**src/rtl/mem_bus_pkg.sv**
```systemverilog
// Shared command encodings, FSM state type and index-width helper for mem_bus_ctrl.
package mem_bus_pkg;

    localparam logic [1:0] M_NOP   = 2'b00;
    localparam logic [1:0] M_READ  = 2'b10;
    localparam logic [1:0] M_WRITE = 2'b01;

    typedef enum logic [1:0] {
        IDLE,
        WAIT,
        DONE
    } bus_state_t;

    // Width of the I/O register index; never below one bit.
    function automatic int io_idx_w(input int n);
        return (n > 1) ? $clog2(n) : 1;
    endfunction

endpackage

```
**src/rtl/mem_io_regs.sv**
```systemverilog
// Bank of NUM_IO I/O registers: indexed write port, indexed read mux of the
// external input words, and out-of-range index detect.
module mem_io_regs
    import mem_bus_pkg::*;
#(
    parameter int DATA_W = 16,
    parameter int NUM_IO = 2,
    localparam int IO_IW = io_idx_w(NUM_IO)
) (
    input  logic                     i_clk,
    input  logic                     i_rst_n,
    input  logic                     i_we,
    input  logic [IO_IW-1:0]         i_idx,
    input  logic [DATA_W-1:0]        i_wdata,
    input  logic [NUM_IO*DATA_W-1:0] i_io_in,
    output logic [DATA_W-1:0]        o_rdata,
    output logic                     o_oor,
    output logic [NUM_IO*DATA_W-1:0] o_io_out
);

    logic [NUM_IO*DATA_W-1:0] r_regs;
    int                       w_idx;

    assign w_idx    = int'(i_idx);
    assign o_oor    = (w_idx >= NUM_IO);
    assign o_io_out = r_regs;

    always_ff @(posedge i_clk or negedge i_rst_n) begin
        if (!i_rst_n) begin
            r_regs <= '0;
        end else if (i_we && !o_oor) begin
            for (int k = 0; k < NUM_IO; k++) begin
                if (w_idx == k) begin
                    r_regs[k*DATA_W +: DATA_W] <= i_wdata;
                end
            end
        end
    end

    // Out-of-range index matches no word, so the read falls through to zero.
    always_comb begin
        o_rdata = '0;
        for (int k = 0; k < NUM_IO; k++) begin
            if (w_idx == k) begin
                o_rdata = i_io_in[k*DATA_W +: DATA_W];
            end
        end
    end

endmodule

```
**src/rtl/mem_bus_ctrl.sv**
```systemverilog
// CPU-to-RAM/I-O bus controller with registered handshake and programmable wait states.
// Optional bus error reporting (bus_err, err_flag) is enabled by defining MEM_BUS_ERR_EN.
module mem_bus_ctrl
    import mem_bus_pkg::*;
#(
    parameter int DATA_W      = 16,
    parameter int ADDR_W      = 9,
    parameter int RAM_AW      = 8,
    parameter int WAIT_STATES = 1,
    parameter int NUM_IO      = 2
) (
    input  logic                     clk,
    input  logic                     reset,
    input  logic [1:0]               mem_cmd,
    input  logic [ADDR_W-1:0]        mem_addr,
    input  logic [DATA_W-1:0]        cpu_wdata,
    output logic [DATA_W-1:0]        cpu_rdata,
    output logic                     mem_ready,
    output logic [RAM_AW-1:0]        ram_addr,
    output logic                     ram_write,
    output logic [DATA_W-1:0]        ram_wdata,
    input  logic [DATA_W-1:0]        ram_rdata,
`ifdef MEM_BUS_ERR_EN
    output logic                     bus_err,
    output logic                     err_flag,
`endif
    input  logic [NUM_IO*DATA_W-1:0] io_in,
    output logic [NUM_IO*DATA_W-1:0] io_out
);

    localparam int         IO_IW    = io_idx_w(NUM_IO);
    localparam logic [3:0] WAIT_CNT = 4'(WAIT_STATES);

    bus_state_t          r_state;
    bus_state_t          w_next_state;
    logic [1:0]          r_cmd;
    logic [ADDR_W-1:0]   r_addr;
    logic [DATA_W-1:0]   r_wdata;
    logic [3:0]          r_cnt;
    logic [DATA_W-1:0]   r_rdata;

    logic                w_accept;
    logic                w_access;
    logic                w_is_io;
    logic                w_is_read;
    logic                w_is_write;
    logic                w_io_we;
    logic                w_io_oor;
    logic [IO_IW-1:0]    w_idx;
    logic [DATA_W-1:0]   w_io_rdata;

    assign w_accept   = (r_state == IDLE) && ((mem_cmd == M_READ) || (mem_cmd == M_WRITE));
    assign w_access   = (r_state == WAIT) && (r_cnt <= 4'd1);
    assign w_is_io    = r_addr[ADDR_W-1];
    assign w_is_read  = (r_cmd == M_READ);
    assign w_is_write = (r_cmd == M_WRITE);
    assign w_idx      = r_addr[IO_IW-1:0];
    assign w_io_we    = w_access && w_is_io && w_is_write && !w_io_oor;

    always_ff @(posedge clk or negedge reset) begin
        if (!reset) begin
            r_state <= IDLE;
        end else begin
            r_state <= w_next_state;
        end
    end

    always_comb begin
        w_next_state = r_state;
        case (r_state)
            IDLE:    if (w_accept) w_next_state = WAIT;
            WAIT:    if (r_cnt <= 4'd1) w_next_state = DONE;
            DONE:    w_next_state = IDLE;
            default: w_next_state = IDLE;
        endcase
    end

    always_comb begin
        mem_ready = (r_state == DONE);
        ram_write = (r_state == DONE) && !w_is_io && w_is_write;
    end

    // Request fields are captured only on acceptance, so CPU-side changes later are ignored.
    always_ff @(posedge clk or negedge reset) begin
        if (!reset) begin
            r_cmd   <= M_NOP;
            r_addr  <= '0;
            r_wdata <= '0;
            r_cnt   <= '0;
            r_rdata <= '0;
        end else begin
            if (w_accept) begin
                r_cmd   <= mem_cmd;
                r_addr  <= mem_addr;
                r_wdata <= cpu_wdata;
                r_cnt   <= WAIT_CNT;
            end else if (r_state == WAIT) begin
                r_cnt <= r_cnt - 4'd1;
            end
            if (w_access && w_is_read) begin
                r_rdata <= w_is_io ? w_io_rdata : ram_rdata;
            end
        end
    end

    assign cpu_rdata = r_rdata;
    assign ram_addr  = r_addr[RAM_AW-1:0];
    assign ram_wdata = r_wdata;

    mem_io_regs #(
        .DATA_W (DATA_W),
        .NUM_IO (NUM_IO)
    ) u_io_regs (
        .i_clk    (clk),
        .i_rst_n  (reset),
        .i_we     (w_io_we),
        .i_idx    (w_idx),
        .i_wdata  (r_wdata),
        .i_io_in  (io_in),
        .o_rdata  (w_io_rdata),
        .o_oor    (w_io_oor),
        .o_io_out (io_out)
    );

`ifdef MEM_BUS_ERR_EN
    logic r_err_flag;

    assign bus_err  = (r_state == DONE) && w_is_io && w_io_oor;
    assign err_flag = r_err_flag;

    always_ff @(posedge clk or negedge reset) begin
        if (!reset) begin
            r_err_flag <= 1'b0;
        end else if (bus_err) begin
            r_err_flag <= 1'b1;
        end
    end
`endif

endmodule
```
**config.mk**
```make
export PLATFORM = sky130hd
export DESIGN_NAME = mem_bus_ctrl
export DESIGN_NICKNAME = d
export VERILOG_FILES = /design/src/rtl/mem_bus_pkg.sv /design/src/rtl/mem_io_regs.sv /design/src/rtl/mem_bus_ctrl.sv
export SDC_FILE = /design/constraint.sdc
export NUM_CORES = 1
export LEC_CHECK = 0
export CORE_MARGIN = 2
export CORE_UTILIZATION = 39
export DETAILED_ROUTE_END_ITERATION = 8
export PLACE_DENSITY_LB_ADDON = 0.1
export SYNTH_ARGS = -nofsm -noshare
export SYNTH_HDL_FRONTEND = slang
export SYNTH_SLANG_ARGS = --single-unit
```
**constraint.sdc**
```tcl
create_clock -name clk -period 2 [get_ports clk]
set_input_delay 0.5 -clock clk [delete_from_list [all_inputs] [get_ports clk]]
set_output_delay 0.5 -clock clk [all_outputs]
set_load 0.01 [all_outputs]
```
==> results by group, run 1 <==
Yosys
  • Register area share after synthesis: 56.1%
  • Avg Inst Size Synth: 13.9 sq um
  • Syn nets: 339
  • #FFs+latches synth: 81
  • Synth Instances: 260
  • Post-synth design cell area: 3610 sq um
  • Number of synthesized flops with an enable pin: 0
  • Syn. warnings: 0
  • Ys async rst share: 100%
  • Most used DFF post-synth: dfrtp_1
  • Synth cell types: 32

Worst setup path
  • Critical path type: flop to output port
  • Critical path cell sequence: nor2b_2, clkdlybuf4s50_1
  • Startpoint type of the worst setup path: flop
  • Worst setup EP type: output port
  • Critical Path RT: 1.50 ns
  • Worst Path Arrival: 1.43 ns
  • Max stage delay on crit path: roughly 0.54 ns
  • Slowest-stage cell, CP: clkdlybuf4s50_1
  • CP top delay family: buffers and inverters
  • Max Fanout on Critical Path: 3
  • Bufs and invs on worst path: 1

Detailed routing
  • Final ANT Viol Nets: 0
  • Iter 0 DRT Violations: 64
  • Via count: 2512
  • Detailed Route WL: a little over 8 mm
  • WL per Instance: 15.4 um
  • # DRC: 0
  • Pre-antenna DRT Iters: 4
  • Vias/cell: 4.76

Timing
  • Slew HR: 69.5%
  • Fmax: 519 MHz
  • Hold slack: approximately 0.16 ns
  • RSZ-0062 raised after global routing: no
  • Clk_skew: 0.0139 ns
  • Max Slew Vio Count: 0
  • Min Tclk post-route: around 1.9 ns
  • Final TNS setup: 0 ns
  • PnR worst setup slack: 0.0718 ns
  • Slew @ Worst Pin: 0.457 ns
  • Tcrit/Tclk final: 96.4%
  • Final setup viols: 0
  • Final hold violation count: 0

Power and ir drop
  • Combinational group share of total power: 48.8%
  • Worst VDD drop: between 0.7 and 0.8 mV
  • Net switching power: 0.00265 W
  • Reg power frac: 36.5%
  • Leakage: 2.40 nW
  • Clock Power Share: 14.7%
  • Switch share: 33.0%
  • Internal cell power: 0.00537 W
  • Pwr/cell area: 1480 nW/um^2

Place
  • Pre-CTS setup slack: -0.111 ns
  • Number of I/O port buffers: 150
  • Gpl congestion: ~0.75
  • Dpl hpwl: 5.86 mm

Flow run
  • Max cap viols: 0

Layout
  • Layout area overhead: 50.5%
  • Reg area: between 2000 and 2500 sq um
  • Most frequent cells in the layout: clkdlybuf4s50_1, dfrtp_1, mux2_1
  • Layout fillers: 748
  • Nets: between 400 and 500
  • Area of the multi-input gates: 1430 sq um
  • # diodes: 0
  • Final Util: 59.7%
  • Share of cells above drive strength 1: 17.3%
  • Commonest non-fill, non-tap cell in the layout: clkdlybuf4s50_1

Global route
  • Met2 GRT Util: a little over a quarter
  • Met3 Use GR: under 10%
  • Gr usage total: 16.6%
  • Grt ovf: 0
  • Vias in the first global route: approximately 2600
  • Largest net degree at the start of global routing: ~80
  • M1 GR Usage: 21.6%
  • Busiest grt layer: met2
  • Initial antenna violation count: 0
  • First-pass GRT wire length: approximately 13 mm

Floorplanning
  • Chip width: 100 um
  • Die Ht: 100 um
  • Top Ports: around 150
  • Core region area: just over 9000 sq um
  • Die Area: 10000 sq um
  • Initial core utilization: 39.6%
  • Rows: 35

Worst hold path
  • Worst min path class: input port to async pin

Clocking
  • Clock sink count: 81
  • CTS tree: yes
  • Clk buf depth: 2
  • Root buf cell: clkbuf_8
  • Worst-path clk slew: 0.08 ns
  • Post-CTS Setup Bufs: 0
  • Clk_lat worst skew: approximately 0.34 ns
  • Num CTS Buffers: 9
  • H-tree levels: 3

Status
  • Status: finished, final reports clean
## flip-flops by register name (all words and copies together), names as in the netlist
name	count
r_cnt	4
r_state	2
r_addr	9
r_cmd	2
u_io_regs.o_io_out	32
ram_wdata	16
cpu_rdata	16
## power by group through the flow
| stage | clock network, W | registers, W | logic, W |
|---|---|---|---|
| after floorplan | 0 | 0.00316 | 0.00182 |
| after global placement | 0 | 0.00293 | 0.00391 |
| after detailed placement | 0 | 0.00296 | 0.00397 |
| after CTS | 0.00123 | 0.00294 | 0.00398 |
| after global routing | 0.00131 | 0.00305 | 0.00423 |
| final | 0.00118 | 0.00293 | 0.00391 |
## timing repair
| action | 4_1_cts | 5_1_grt |
|---|---|---|
| hold buffers | 0 | 0 |
| endpoints found under the setup margin | 1 | 0 |
| gates resized for setup | 2 | 0 |
## per-layer routing
layer	wire length [um]	share of wire, %
met5	0	0
met4	102	1.3
met3	738	9.1
met2	3630	45
met1	3660	45
## path summary, 6_finish.rpt
kind	to	depth (start not counted)	startpoint	slack (ns)
max	mem_ready	2	r_state[1]$_DFFE_PN0P_	0.07
max reg2reg	u_io_regs.o_io_out[0]$_DFFE_PN0P_	5	r_cnt[0]$_DFFE_PN0P_	0.13
min	cpu_rdata[15]$_DFFE_PN0P_	2	reset	0.16
min in group clk	r_cnt[3]$_DFFE_PN0P_	1	r_cnt[3]$_DFFE_PN0P_	0.48
min reg2reg	r_cnt[3]$_DFFE_PN0P_	1	r_cnt[3]$_DFFE_PN0P_	0.48
max in group asynchronous	u_io_regs.o_io_out[6]$_DFFE_PN0P_	2	reset	1.46
## per-stage QoR
step	cell area (sq um)	std cells	total power (W)
3_5_place_dp	5240	512	0.00693
4_1_cts	5440	528	0.00815
6_report	5440	528	0.00802
3_3_place_gp	5240	512	0.00685
2_1_floorplan	3610	260	0.00497
5_1_grt	5440	528	0.00859
## final cells by class
| class | instances | area share, % |
|---|---|---|
| Clock buffer | 10 | 2.35 |
| Sequential cell | 81 | 37.3 |
| Timing Repair Buffer | 165 | 30.1 |
| Tap cell | 111 | 2.56 |
| Clock inverter | 6 | 1.24 |
| Multi-Input combinational cell | 152 | 26.3 |
| Inverter | 3 | 0.207 |
## worst reg2reg max path, cell delays in order, from the launching register on
cell and delay [ns]:
dfrtp_1 0.42, inv_1 0.07, ha_1 0.16, nor2_1 0.06, or4_4 0.66, mux2_1 0.38
## synthesized netlist by cell type (2+ instances only)
cell type,number,share of area [%]
a21oi_1,16,2.2
buf_1,4,0.42
buf_2,4,0.55
buf_4,8,1.7
buf_6,3,0.94
clkbuf_1,5,0.52
dfrtp_1,81,56
ha_1,2,0.69
inv_1,3,0.31
mux2_1,38,12
mux2_2,26,8.1
mux2_4,10,4.2
mux2i_1,18,5.0
nand2_1,2,0.21
nand2b_1,2,0.35
nor2_1,18,1.9
nor2b_1,2,0.35
nor4_4,2,1.2
xnor2_1,3,0.73
## kinds of logic after synthesis
| group | Yosys count | share of synthesized area [%] |
|---|---|---|
| buffers and inverters | 27 | 4.40 |
| and+or+nand+nor | 36 | 6.13 |
| AOI/OAI and AO/OA | 19 | 2.81 |
| muxes | 92 | 29.1 |
| DFF | 81 | 56.1 |
| adders and majority gates | 2 | 0.693 |
| xor gates and xnor gates | 3 | 0.728 |
No activity file was read; power rests on OpenSTA's default activity.
==> run 2, diff against run 1 <==
--- a/config.mk
+++ b/config.mk
@@ -5,8 +5,10 @@
 export SDC_FILE = /design/constraint.sdc
 export NUM_CORES = 1
 export LEC_CHECK = 0
+export CAP_MARGIN = 10
 export CORE_MARGIN = 2
 export CORE_UTILIZATION = 39
+export CTS_BUF_LIST = sky130_fd_sc_hd__clkbuf_16
 export DETAILED_ROUTE_END_ITERATION = 8
 export PLACE_DENSITY_LB_ADDON = 0.1
 export SYNTH_ARGS = -nofsm -noshare
==> run 2 against run 1 <==
Against the previous run:
- register-to-register slack about the same
- first-iteration DRC count fell by 7.8%
- non-clock buffer count unchanged
- sequential cell count unchanged
- total power increased by 5.5%
- worst setup slack better by 0.020 ns
- design area up 1.9%
- via count rose by 0.12%
- critical endpoint unchanged
- largest cell class unchanged
- highest routed layer unchanged
==> results by group, run 2 (synthesized netlist as in run 1, its figures left out) <==
Layout
  • Nets: 491 (unchanged)
  • Commonest non-fill, non-tap cell in the layout: clkdlybuf4s50_1 (unchanged)
  • Share of cells above drive strength 1: 17.3% (unchanged)
  • # diodes: 0 (unchanged)
  • Layout area overhead: 53.3% (was 50.5%)
  • Number of flip-flops in the largest register: 32 (unchanged)
  • Most frequent cells in the layout: clkdlybuf4s50_1, dfrtp_1, mux2_1 (unchanged)

Timing
  • Clk_skew: 0.00926 ns (was 0.0139 ns)
  • Min Tclk post-route: 1.91 ns (was 1.93 ns)
  • Slew HR: 69.9% (was 69.5%)
  • Final hold violation count: 0 (unchanged)
  • Tcrit/Tclk final: 95.4% (was 96.4%)
  • Slew @ Worst Pin: 0.452 ns (was 0.457 ns)
  • RSZ-0062 raised after global routing: no (unchanged)
  • Max Slew Vio Count: 0 (unchanged)
  • Final setup viols: 0 (unchanged)
  • PnR worst setup slack: 0.0919 ns (was 0.0718 ns)
  • Fmax: 524 MHz (was 519 MHz)

Global route
  • Largest net degree at the start of global routing: 82 (unchanged)
  • Initial antenna violation count: 0 (unchanged)
  • First-pass GRT wire length: 13.1 mm (was 13.0 mm)
  • Vias in the first global route: 2620 (was 2616)
  • Grt ovf: 0 (unchanged)
  • Gr usage total: 16.6% (about the same)

Detailed routing
  • Vias/cell: 4.76 (about the same)
  • Pre-antenna DRT Iters: 4 (unchanged)
  • Detailed Route WL: 8.14 mm (was 8.13 mm)
  • # DRC: 0 (unchanged)
  • Final ANT Viol Nets: 0 (unchanged)
  • WL per Instance: 15.4 um (about the same)
  • Iter 0 DRT Violations: 59 (was 64)
  • Via count: 2515 (was 2512)

Floorplanning
  • Initial core utilization: 39.6% (unchanged)
  • Top Ports: 151 (unchanged)
  • Core region area: 9110 sq um (unchanged)
  • Chip width: 100 um (unchanged)
  • Rows: 35 (unchanged)
  • Die Ht: 100 um (unchanged)
  • Die Area: 10000 sq um (unchanged)

Clocking
  • Num CTS Buffers: 9 (unchanged)
  • Root buf cell: clkbuf_16 (was clkbuf_8)
  • Clk_lat worst skew: 0.33 ns (was 0.34 ns)
  • CTS tree: yes (unchanged)
  • Worst-path clk slew: 0.06 ns (was 0.08 ns)
  • H-tree levels: 3 (unchanged)
  • Clk buf depth: 2 (unchanged)
  • Clock sink count: 81 (unchanged)

Worst setup path
  • Max Fanout on Critical Path: 3 (unchanged)
  • Critical path type: flop to output port (unchanged)
  • Startpoint type of the worst setup path: flop (unchanged)
  • Reg-to-reg slack, setup: 0.13 ns (about the same)
  • Worst setup EP type: output port (unchanged)
  • Critical Path RT: 1.50 ns (about the same)
  • Worst Path Arrival: 1.41 ns (was 1.43 ns)

Power and ir drop
  • Worst VDD drop: 0.673 mV (was 0.756 mV)
  • Leakage: 2.45 nW (was 2.40 nW)
  • Design Power: 0.00846 W (was 0.00802 W)
  • Pwr/cell area: 1530 nW/um^2 (was 1480 nW/um^2)

Place
  • Gpl congestion: 0.752 (unchanged)
  • Pre-CTS setup slack: -0.111 ns (unchanged)
  • Dpl hpwl: 5.86 mm (unchanged)
  • Number of I/O port buffers: 150 (unchanged)

Worst hold path
  • Worst min path class: input port to async pin (unchanged)

Status
  • Status: finished, final reports clean (unchanged)

Flow run
  • Max cap viols: 0 (unchanged)
==> run 2: worst paths after layout <==
check / to / startpoint / depth (start not counted)
setup / recovery: mem_ready / r_state[1]$_DFFE_PN0P_ / 2
hold / removal: cpu_rdata[15]$_DFFE_PN0P_ / reset / 2
setup reg to reg: u_io_regs.o_io_out[0]$_DFFE_PN0P_ / r_cnt[0]$_DFFE_PN0P_ / 5
hold reg to reg: r_cnt[3]$_DFFE_PN0P_ / r_cnt[3]$_DFFE_PN0P_ / 1
max in group asynchronous: ram_wdata[9]$_DFFE_PN0P_ / reset / 2
min in group clk: r_cnt[3]$_DFFE_PN0P_ / r_cnt[3]$_DFFE_PN0P_ / 1
==> run 2: per-stage QoR <==
step           area [sq um]  utilization, %  TNS, ns  cells  hold slack [ns]
6_report               5540            60.8        0    528            0.175
5_1_grt                5540            60.8        0    528            0.244
4_1_cts                5540            60.8        0    528            0.220
3_5_place_dp           5240            57.5    -1.91    512            0.473
3_3_place_gp           5240            57.5    -1.26    512            0.461
2_1_floorplan          3610               -        0    260            0.204
==> run 2: where the power goes <==
group	total, W	leakage, nW	switching (W)	internal, W
Combinational	0.00392	1.30	0.00155	0.00237
Clock	0.00161	0.143	0.000648	0.000966
Sequential	0.00293	1.01	0.000509	0.00242
==> run 2: final cells by class <==
| class | instances | area [sq um] |
|---|---|---|
| Fill cell | 742 | 3570 |
| Sequential cell | 81 | 2030 |
| Timing Repair Buffer | 165 | 1640 |
| Multi-Input combinational cell | 152 | 1430 |
| Clock buffer | 9 | 225 |
| Tap cell | 111 | 139 |
| Clock inverter | 7 | 71.3 |
| Inverter | 3 | 11.3 |
==> run 2: metal layers <==
metal / global-route usage [%] / vias to the layer above / part of all wire (%)
met4: 5.37 / 0 / 1.0
met5: 0 / - / 0
met2: 26.8 / 105 / 45
li1: - / 1209 / -
met3: 4.60 / 8 / 8.9
met1: 21.7 / 1193 / 45
==> run 2: repair_timing <==
item / in CTS / in global routing
endpoints found under the setup margin: 1 / 0
hold buffers: 0 / 0
gates resized for setup: 2 / 0
setup buffers: 0 / 0
==> run 2: critical path: stages, from the launching register on <==
cell and delay [ns]:
dfrtp_1 0.37, nor2b_2 0.17, clkdlybuf4s50_1 0.54
